## config.mk

```make
export PLATFORM = sky130hd
export DESIGN_NAME = eth_reset_sequencer_flat
export DESIGN_NICKNAME = d
export VERILOG_FILES = /design/src/rtl/eth_reset_sequencer_pkg.sv /design/src/rtl/eth_reset_sequencer_if.sv /design/src/rtl/eth_reset_counter.sv /design/src/rtl/eth_reset_sequencer.sv /design/src/flat_wrapper.sv
export SDC_FILE = /design/constraint.sdc
export NUM_CORES = 1
export LEC_CHECK = 0
export BUFFER_PORTS_ARGS = -buffer_cell sky130_fd_sc_hd__buf_4
export CAP_MARGIN = 20
export CORE_UTILIZATION = 40
export CTS_CLUSTER_DIAMETER = 60
export DETAILED_ROUTE_END_ITERATION = 8
export PLACE_DENSITY_LB_ADDON = 0.08
export SYNTH_ARGS = -nofsm -noshare
export SYNTH_HDL_FRONTEND = slang
export SYNTH_SLANG_ARGS = --single-unit
```

## constraint.sdc

```tcl
create_clock -name clk_i -period 2.4 [get_ports clk_i]
set_input_delay 0.24 -clock clk_i [delete_from_list [all_inputs] [get_ports clk_i]]
set_output_delay 0.24 -clock clk_i [all_outputs]
set_load 0.02 [all_outputs]
```

## src/rtl/eth_reset_sequencer_pkg.sv

```systemverilog
// eth_reset_pkg: shared types and helpers for the Ethernet reset sequencer.
//   eth_reset_state_e : sequencer FSM states
//   *_DEF localparams : default phase lengths in clk cycles
//   cnt_width()       : width of the shared phase counter
package eth_reset_pkg;

  typedef enum logic [1:0] {
    PHY_RST    = 2'd0,
    PHY_SETTLE = 2'd1,
    LINK_WAIT  = 2'd2,
    RUN        = 2'd3
  } eth_reset_state_e;

  localparam int unsigned PHY_HOLD_CYCLES_DEF    = 1024;
  localparam int unsigned PHY_SETTLE_CYCLES_DEF  = 256;
  localparam int unsigned LINK_TIMEOUT_CYCLES_DEF = 65536;

  // Enough bits to hold the largest terminal count of any phase.
  function automatic int unsigned cnt_width(input int unsigned a,
                                            input int unsigned b,
                                            input int unsigned c);
    int unsigned m;
    m = a;
    if (b > m) m = b;
    if (c > m) m = c;
    return $clog2(m + 1);
  endfunction

endpackage

```

## src/rtl/eth_reset_sequencer_if.sv

```systemverilog
// eth_reset_sequencer_if: control/status bundle of the reset sequencer.
//   soft_reset_i  : single-cycle request to restart the sequence
//   phy_ready_i   : PHY ready/locked, synchronous to the sequencer clock
//   phy_reset_n_o : active-low PHY reset
//   mac_reset_o   : active-high MAC reset
//   ready_o       : sequence complete, MAC running
//   timeout_o     : one-cycle pulse on a link-wait timeout
// master = the sequencer, slave = the logic around it.
interface eth_reset_sequencer_if;
  logic soft_reset_i;
  logic phy_ready_i;
  logic phy_reset_n_o;
  logic mac_reset_o;
  logic ready_o;
  logic timeout_o;

  modport master (
    input  soft_reset_i, phy_ready_i,
    output phy_reset_n_o, mac_reset_o, ready_o, timeout_o
  );

  modport slave (
    output soft_reset_i, phy_ready_i,
    input  phy_reset_n_o, mac_reset_o, ready_o, timeout_o
  );
endinterface

```

## src/rtl/eth_reset_counter.sv

```systemverilog
// eth_reset_counter: clearable, enable-gated up counter with terminal compare.
//   clk_i  : clock
//   clr_i  : synchronous clear to zero (wins over en_i)
//   en_i   : count enable
//   term_i : terminal value
//   cnt_o  : current count
//   tc_o   : cnt_o == term_i
module eth_reset_counter #(
  parameter int unsigned width_p = 8
) (
  input  logic               clk_i,
  input  logic               clr_i,
  input  logic               en_i,
  input  logic [width_p-1:0] term_i,
  output logic [width_p-1:0] cnt_o,
  output logic               tc_o
);

  always_ff @(posedge clk_i) begin
    if (clr_i) begin
      cnt_o <= '0;
    end else if (en_i) begin
      cnt_o <= cnt_o + 1'b1;
    end
  end

  assign tc_o = (cnt_o == term_i);

endmodule

```

## src/rtl/eth_reset_sequencer.sv

```systemverilog
// eth_reset_sequencer: sequences PHY and MAC reset release after the
// synchronized reset or a software restart request.
//   clk_i   : clock
//   reset_i : synchronous active-high reset
//   bus     : eth_reset_sequencer_if.master (soft_reset_i, phy_ready_i in;
//             phy_reset_n_o, mac_reset_o, ready_o, timeout_o out)
// Optional feature macro: ETH_RESET_SEQ_LINK_WAIT_EN adds the LINK_WAIT
// state (wait for phy_ready_i with timeout). Without it PHY_SETTLE goes
// straight to RUN and timeout_o is tied low.
module eth_reset_sequencer
  import eth_reset_pkg::*;
#(
  parameter int unsigned phy_hold_cycles_p     = PHY_HOLD_CYCLES_DEF,
  parameter int unsigned phy_settle_cycles_p   = PHY_SETTLE_CYCLES_DEF,
  parameter int unsigned link_timeout_cycles_p = LINK_TIMEOUT_CYCLES_DEF
) (
  input  logic                  clk_i,
  input  logic                  reset_i,
  eth_reset_sequencer_if.master bus
);

  localparam int unsigned cnt_w_lp =
    cnt_width(phy_hold_cycles_p, phy_settle_cycles_p, link_timeout_cycles_p);

  if (phy_hold_cycles_p < 1) begin : g_hold_chk
    $error("phy_hold_cycles_p must be >= 1");
  end
  if (phy_settle_cycles_p < 1) begin : g_settle_chk
    $error("phy_settle_cycles_p must be >= 1");
  end
  if (link_timeout_cycles_p < 1) begin : g_timeout_chk
    $error("link_timeout_cycles_p must be >= 1");
  end

  eth_reset_state_e      state_r, state_n;
  logic [cnt_w_lp-1:0]   cnt_r, term;
  logic                  tc, cnt_clr, cnt_en;
  logic                  ready_r;

  // Every state change restarts the shared counter, so each phase counts from 0.
  assign cnt_clr = reset_i || bus.soft_reset_i || (state_n != state_r);
  assign cnt_en  = (state_r != RUN);

  eth_reset_counter #(.width_p(cnt_w_lp)) u_cnt (
    .clk_i  (clk_i),
    .clr_i  (cnt_clr),
    .en_i   (cnt_en),
    .term_i (term),
    .cnt_o  (cnt_r),
    .tc_o   (tc)
  );

  always_comb begin
    term = '0;
    case (state_r)
      PHY_RST:    term = cnt_w_lp'(phy_hold_cycles_p - 1);
      PHY_SETTLE: term = cnt_w_lp'(phy_settle_cycles_p - 1);
`ifdef ETH_RESET_SEQ_LINK_WAIT_EN
      LINK_WAIT:  term = cnt_w_lp'(link_timeout_cycles_p - 1);
`endif
      default:    term = '0;
    endcase
  end

`ifdef ETH_RESET_SEQ_LINK_WAIT_EN
  logic timeout_n, timeout_r;

  always_comb begin
    state_n   = state_r;
    timeout_n = 1'b0;
    if (bus.soft_reset_i) begin
      state_n = PHY_RST;
    end else begin
      case (state_r)
        PHY_RST:    if (tc) state_n = PHY_SETTLE;
        PHY_SETTLE: if (tc) state_n = LINK_WAIT;
        LINK_WAIT: begin
          // phy_ready_i takes precedence over a coincident timeout
          if (bus.phy_ready_i) begin
            state_n = RUN;
          end else if (tc) begin
            state_n   = PHY_RST;
            timeout_n = 1'b1;
          end
        end
        RUN:        state_n = RUN;
        default:    state_n = PHY_RST;
      endcase
    end
  end

  always_ff @(posedge clk_i) begin
    if (reset_i) timeout_r <= 1'b0;
    else         timeout_r <= timeout_n;
  end

  assign bus.timeout_o = timeout_r;
`else
  logic unused_phy_ready;
  assign unused_phy_ready = bus.phy_ready_i;

  always_comb begin
    state_n = state_r;
    if (bus.soft_reset_i) begin
      state_n = PHY_RST;
    end else begin
      case (state_r)
        PHY_RST:    if (tc) state_n = PHY_SETTLE;
        PHY_SETTLE: if (tc) state_n = RUN;
        RUN:        state_n = RUN;
        default:    state_n = PHY_RST;
      endcase
    end
  end

  assign bus.timeout_o = 1'b0;
`endif

  always_ff @(posedge clk_i) begin
    if (reset_i) begin
      state_r <= PHY_RST;
      ready_r <= 1'b0;
    end else begin
      state_r <= state_n;
      ready_r <= (state_r == RUN);
    end
  end

  assign bus.phy_reset_n_o = (state_r != PHY_RST);
  assign bus.mac_reset_o   = (state_r != RUN);
  assign bus.ready_o       = ready_r;

endmodule

```

## src/flat_wrapper.sv

```systemverilog
// flat-port wrapper written by rule: the top's interface ports become plain ports
module eth_reset_sequencer_flat import eth_reset_pkg::*;
#(
  parameter int unsigned phy_hold_cycles_p     = PHY_HOLD_CYCLES_DEF,
  parameter int unsigned phy_settle_cycles_p   = PHY_SETTLE_CYCLES_DEF,
  parameter int unsigned link_timeout_cycles_p = LINK_TIMEOUT_CYCLES_DEF
)
  (clk_i, reset_i, bus_soft_reset_i, bus_phy_ready_i, bus_phy_reset_n_o, bus_mac_reset_o, bus_ready_o, bus_timeout_o);
  eth_reset_sequencer_if bus_i ();
  input  logic clk_i;
  input  logic reset_i;
  input wire logic [$bits(bus_i.soft_reset_i)-1:0] bus_soft_reset_i;
  input wire logic [$bits(bus_i.phy_ready_i)-1:0] bus_phy_ready_i;
  output wire logic [$bits(bus_i.phy_reset_n_o)-1:0] bus_phy_reset_n_o;
  output wire logic [$bits(bus_i.mac_reset_o)-1:0] bus_mac_reset_o;
  output wire logic [$bits(bus_i.ready_o)-1:0] bus_ready_o;
  output wire logic [$bits(bus_i.timeout_o)-1:0] bus_timeout_o;
  assign bus_i.soft_reset_i = bus_soft_reset_i;
  assign bus_i.phy_ready_i = bus_phy_ready_i;
  assign bus_phy_reset_n_o = bus_i.phy_reset_n_o;
  assign bus_mac_reset_o = bus_i.mac_reset_o;
  assign bus_ready_o = bus_i.ready_o;
  assign bus_timeout_o = bus_i.timeout_o;
  eth_reset_sequencer #(.phy_hold_cycles_p(phy_hold_cycles_p), .phy_settle_cycles_p(phy_settle_cycles_p), .link_timeout_cycles_p(link_timeout_cycles_p)) u_core (.clk_i(clk_i), .reset_i(reset_i), .bus(bus_i));
endmodule
```

# == Word-level counts from Yosys, hierarchy flattened ==
# Cells that the tools add are included.
# classes
add_sub_neg,1
n_eq_ne,5
mux,5
reduce_logical,4
# ops
op,n
one-hot mux 10 bit (2 select lines),1
adder 17 x 1 -> 17 bit (second input constant),1
equality test 17 bit,1
two-way mux 2 bit,3
one-hot mux 2 bit (3 select lines),1
equality test 2 x 1 -> 1 bit (second input constant),1
equality test 2 bit (second input constant),1
logical NOT 2 bit,1
logical OR 1 bit,2
!= test 2 bit,1
!= test 2 bit (second input constant),1
nonzero test 2 bit,1
# totals
ff_bits,20
input_bits,4
output_inout_bits,4

# == Depth between registers and ports, before layout ==
# logic_depth
ltp_word,8
ltp_mapped,6
mapped_depth_nobuf,5

# == Cells and area by module ==
# Synthesis repeated with hierarchy kept, for this count alone.
# unflattened
hier_cells,126
area_unflattened_um2,1122.3
# by_module_without_submodules
mod,n_inst,cells_per_inst,area_each_um2,seq_area_each_um2
eth_reset_counter,1,110,989.7,340.3
eth_reset_sequencer,1,16,132.6,60.1

# == Least setup slack after synthesis ==
# Ideal clock, no wire load.
# synth_timing
path_type,flip-flop to flip-flop
startpoint,register u_core.u_cnt.cnt_o[12]
endpoint,register u_core.u_cnt.cnt_o[0]
arrival_ns,1.853
t_required_ns,2.284
slack_ns,0.431
stages_incl_launch_ff,6
n_path_buf,1
cell_sequence,dfxtp_1 or4_1 or4_4 o31ai_4 buf_6 nor2_1
# synth_between
elab_chain_len,6
elab_cells_between_ends,7
cone_classes,2 x eq/ne; 4 x mux; 1 x reduce/logical
# synth_rtl
item,line_no,source
from (decl),eth_reset_counter.sv:15,"output logic [width_p-1:0] cnt_o,"
from (signal assigned),eth_reset_counter.sv:23,cnt_o <= cnt_o + 1'b1;
equality test 17 bit (*),eth_reset_counter.sv:27,assign tc_o = (cnt_o == term_i);
"two-way mux 2 bit, on equally long branches","eth_reset_sequencer.sv:109, eth_reset_sequencer.sv:108",
one-hot mux 2 bit (3 select lines) (*),eth_reset_sequencer.sv:107,case (state_r)
two-way mux 2 bit (*),eth_reset_sequencer.sv:104,if (bus.soft_reset_i) begin
!= test 2 bit (*),eth_reset_sequencer.sv:41,assign cnt_clr = reset_i || bus.soft_reset_i || (state_n != state_r);
logical OR 1 bit (*),eth_reset_sequencer.sv:41,
# Mark *: on every way between the ends. The rest lies on a longest branch, timed or not.
# A chain may end at the register's enable or synchronous reset.

# == Worst setup path after layout ==
# layout_timing
startpoint,register u_core.u_cnt.cnt_o[12]
endpoint,register u_core.u_cnt.cnt_o[2]
# Same word-level chain as after synthesis.

==> flow_summary.json <==
{
  "antenna_found_initial": 0,
  "place_area_um2": 1020,
  "clkSinkCount": 20,
  "synth_cells": 110,
  "cts_tree": "yes",
  "crit_type": "flop to flop",
  "tightest_slew_ns": 0.492,
  "period_share_pct": 89.9,
  "grt_start_max_net_pins": 12,
  "track_usage_pct": 17.0,
  "tns_ns": 0,
  "crit_required_ns": 2.61,
  "netlist_top_cells_area": "dfxtp_1 (42%), nor2_1 (5.5%), xnor2_1 (4.5%)",
  "yosys.area.top_type": "dfxtp_1",
  "ys_ff_latch": 20,
  "arrival_ns": 2.37,
  "hp-start": "reset_i",
  "cts_buffers": 3,
  "wl_per_cell_um": 11.8,
  "yosysMostFrequentCell": "dfxtp_1",
  "io_pins": 8,
  "gp_congestion": 0.711,
  "power.leakage_nw": 0.376,
  "drcViolationCount": 0,
  "htreeDepth": 1,
  "netlist_area_um2": 963,
  "finalClockSkew_ns": 0.00237,
  "clk_latency_ns": 0.30,
  "cts_root_buf": "clkbuf_4",
  "final_max_slew_viol_count": 0,
  "syn_area_per_cell_um2": 8.76,
  "ctsResizeCount": 0,
  "drt_iter0_markers": 21,
  "regToRegSetupSlack_ns": 0.24,
  "synthArstFlopShare_pct": 0,
  "max_freq_ghz": 0.463,
  "dieWidth_um": 51.1,
  "grt-ovfl-total": 0,
  "ys_seq_area_share_pct": 41.6,
  "cts.path.max_buffers": 2,
  "via_count": 753,
  "ys_top_cells_by_count": "dfxtp_1 (20), nor2_1 (14), nand3_1 (7)",
  "status": "finished, final reports clean",
  "syn-num-nets": 115,
  "power.density_nw_per_um2": 517,
  "critPathCaptureType": "flop",
  "initial_core_util_pct": 43.1,
  "final_area_um2": 1060,
  "grt_pass1_vias": 740,
  "peakVddDrop_v": 0.000318,
  "post-place-ws_ns": 0.241,
  "rows": 17,
  "path_max_fanout": 8,
  "layout-drive-gt1-share_pct": 15.4,
  "diodes": 0,
  "yosysWarnings": 0,
  "cts_setup_buffers": 0,
  "ctsHoldBuffers": 0,
  "post-route-util_pct": 47.5,
  "finalPower_uw": 549,
  "clk_pin_slew_worst_paths_ns": 0.11,
  "io_buffers": 5,
  "r2r-start": "u_core.u_cnt.cnt_o[12]",
  "ant_nets": 0,
  "hold_viol": 0,
  "syn_to_final_growth_pct": 10.1,
  "final_nets": 123,
  "drt-pass1-iter-count": 4,
  "place_hpwl_um": 1230,
  "die_area_um2": 2610,
  "vias_per_cell": 5.19,
  "yosys.area.top_type_share_pct": 41.6,
  "startpoint": "u_core.u_cnt.cnt_o[12]",
  "synthFlopType": "dfxtp_1",
  "start_kind": "flop",
  "fin_ws_ns": 0.242,
  "period_needed_ns": 2.16,
  "drt-total-wl_um": 1710,
  "grt_setup_unrepaired": "false",
  "setup_viol": 0,
  "hp-class": "input port to flop",
  "synth.distinct_cells": 35,
  "synth_edf_count": 0,
  "die_y_um": 51.1,
  "core_area_um2": 2230,
  "cap_violations": 0,
  "grt_pass1_wl_um": 3230,
  "relSlewSlack_pct": 66.8
}
==> per-layer routing <==
| layer | vias up | global-route usage [%] | part of all wire [%] |
|---|---|---|---|
| met1 | 344 | 22.1 | 49 |
| met4 | 0 | 11.1 | 3.0 |
| li1 | 399 | - | - |
| met2 | 5 | 25.9 | 47 |
| met3 | 5 | 2.68 | 1.5 |
| met5 | - | 0 | 0 |
==> cells by family (layout without fill, tap and decap cells) <==
kind of cell,after synthesis,after routing,share of synthesized area (%)
AOI/OAI and AO/OA,19,19,13.9
xor gates and xnor gates,10,10,9.09
adders and majority gates,1,1,1.30
buffers and inverters,8,15,4.67
DFF,20,20,41.6
other,1,1,0.389
and+or+nand+nor,51,51,29.1
==> path summary, 6_finish.rpt <==
check | to | cells after the start
setup / recovery | u_core.u_cnt.cnt_o[2] | 5
hold / removal | u_core.bus.ready_o | 2
setup reg to reg | u_core.u_cnt.cnt_o[2] | 5
hold reg to reg | u_core.u_cnt.cnt_o[11] | 2
==> stage by stage <==
stage,std cells,hold WS (ns)
4_1_cts,145,0.0712
3_3_place_gp,141,0.408
5_1_grt,145,0.0754
6_report,145,0.0803
3_5_place_dp,141,0.410
2_1_floorplan,110,0.312
==> worst max-delay path: stages, from the launching register on <==
cell and delay, ns:
dfxtp_1 0.36, or4_1 0.54, or4_4 0.53, o31ai_4 0.37, buf_4 0.22, nor2_1 0.05
==> final cells by class <==
type                            instances  area, um2
Inverter                                3       11.3
Clock buffer                            4       36.3
Sequential cell                        20        400
Tap cell                               28       35.0
Fill cell                             237       1170
Timing Repair Buffer                    8       60.1
Multi-Input combinational cell         82        518
==> cells in the final DEF (no fill, tap or decap), drive strengths merged <==
cell	Yosys	routed
o21ba	1	1
dfxtp	20	20
clkbuf	2	4
nor3b	1	1
o21ai	6	6
or2	1	1
o21a	2	2
nor4b	1	1
xnor2	5	5
or4	2	2
and3b	1	1
o211a	1	1
conb	1	1
nor4	1	1
or3	6	6
nand4	2	2
a21oi	6	6
nor3	3	3
and2	1	1
and4	1	1
buf	3	8
inv	3	3
nand3	7	7
xor2	5	5
a21bo	1	1
ha	1	1
o31ai	1	1
nor2	14	14
nand2	6	6
and3	2	2
or4b	2	2
a21boi	1	1
==> registers in the layout (all words and copies together) (netlist names) <==
register	cells
u_core.u_cnt.cnt_o	17
u_core.state_r	2
u_core.bus.ready_o	1
==> where the power goes <==
group	internal, mW	total [mW]	switching (mW)
logic	0.00813	0.0178	0.00964
registers	0.333	0.335	0.00179
clock network	0.0927	0.196	0.103
total	0.434	0.549	0.114
Power figures use the tool's default switching activity.
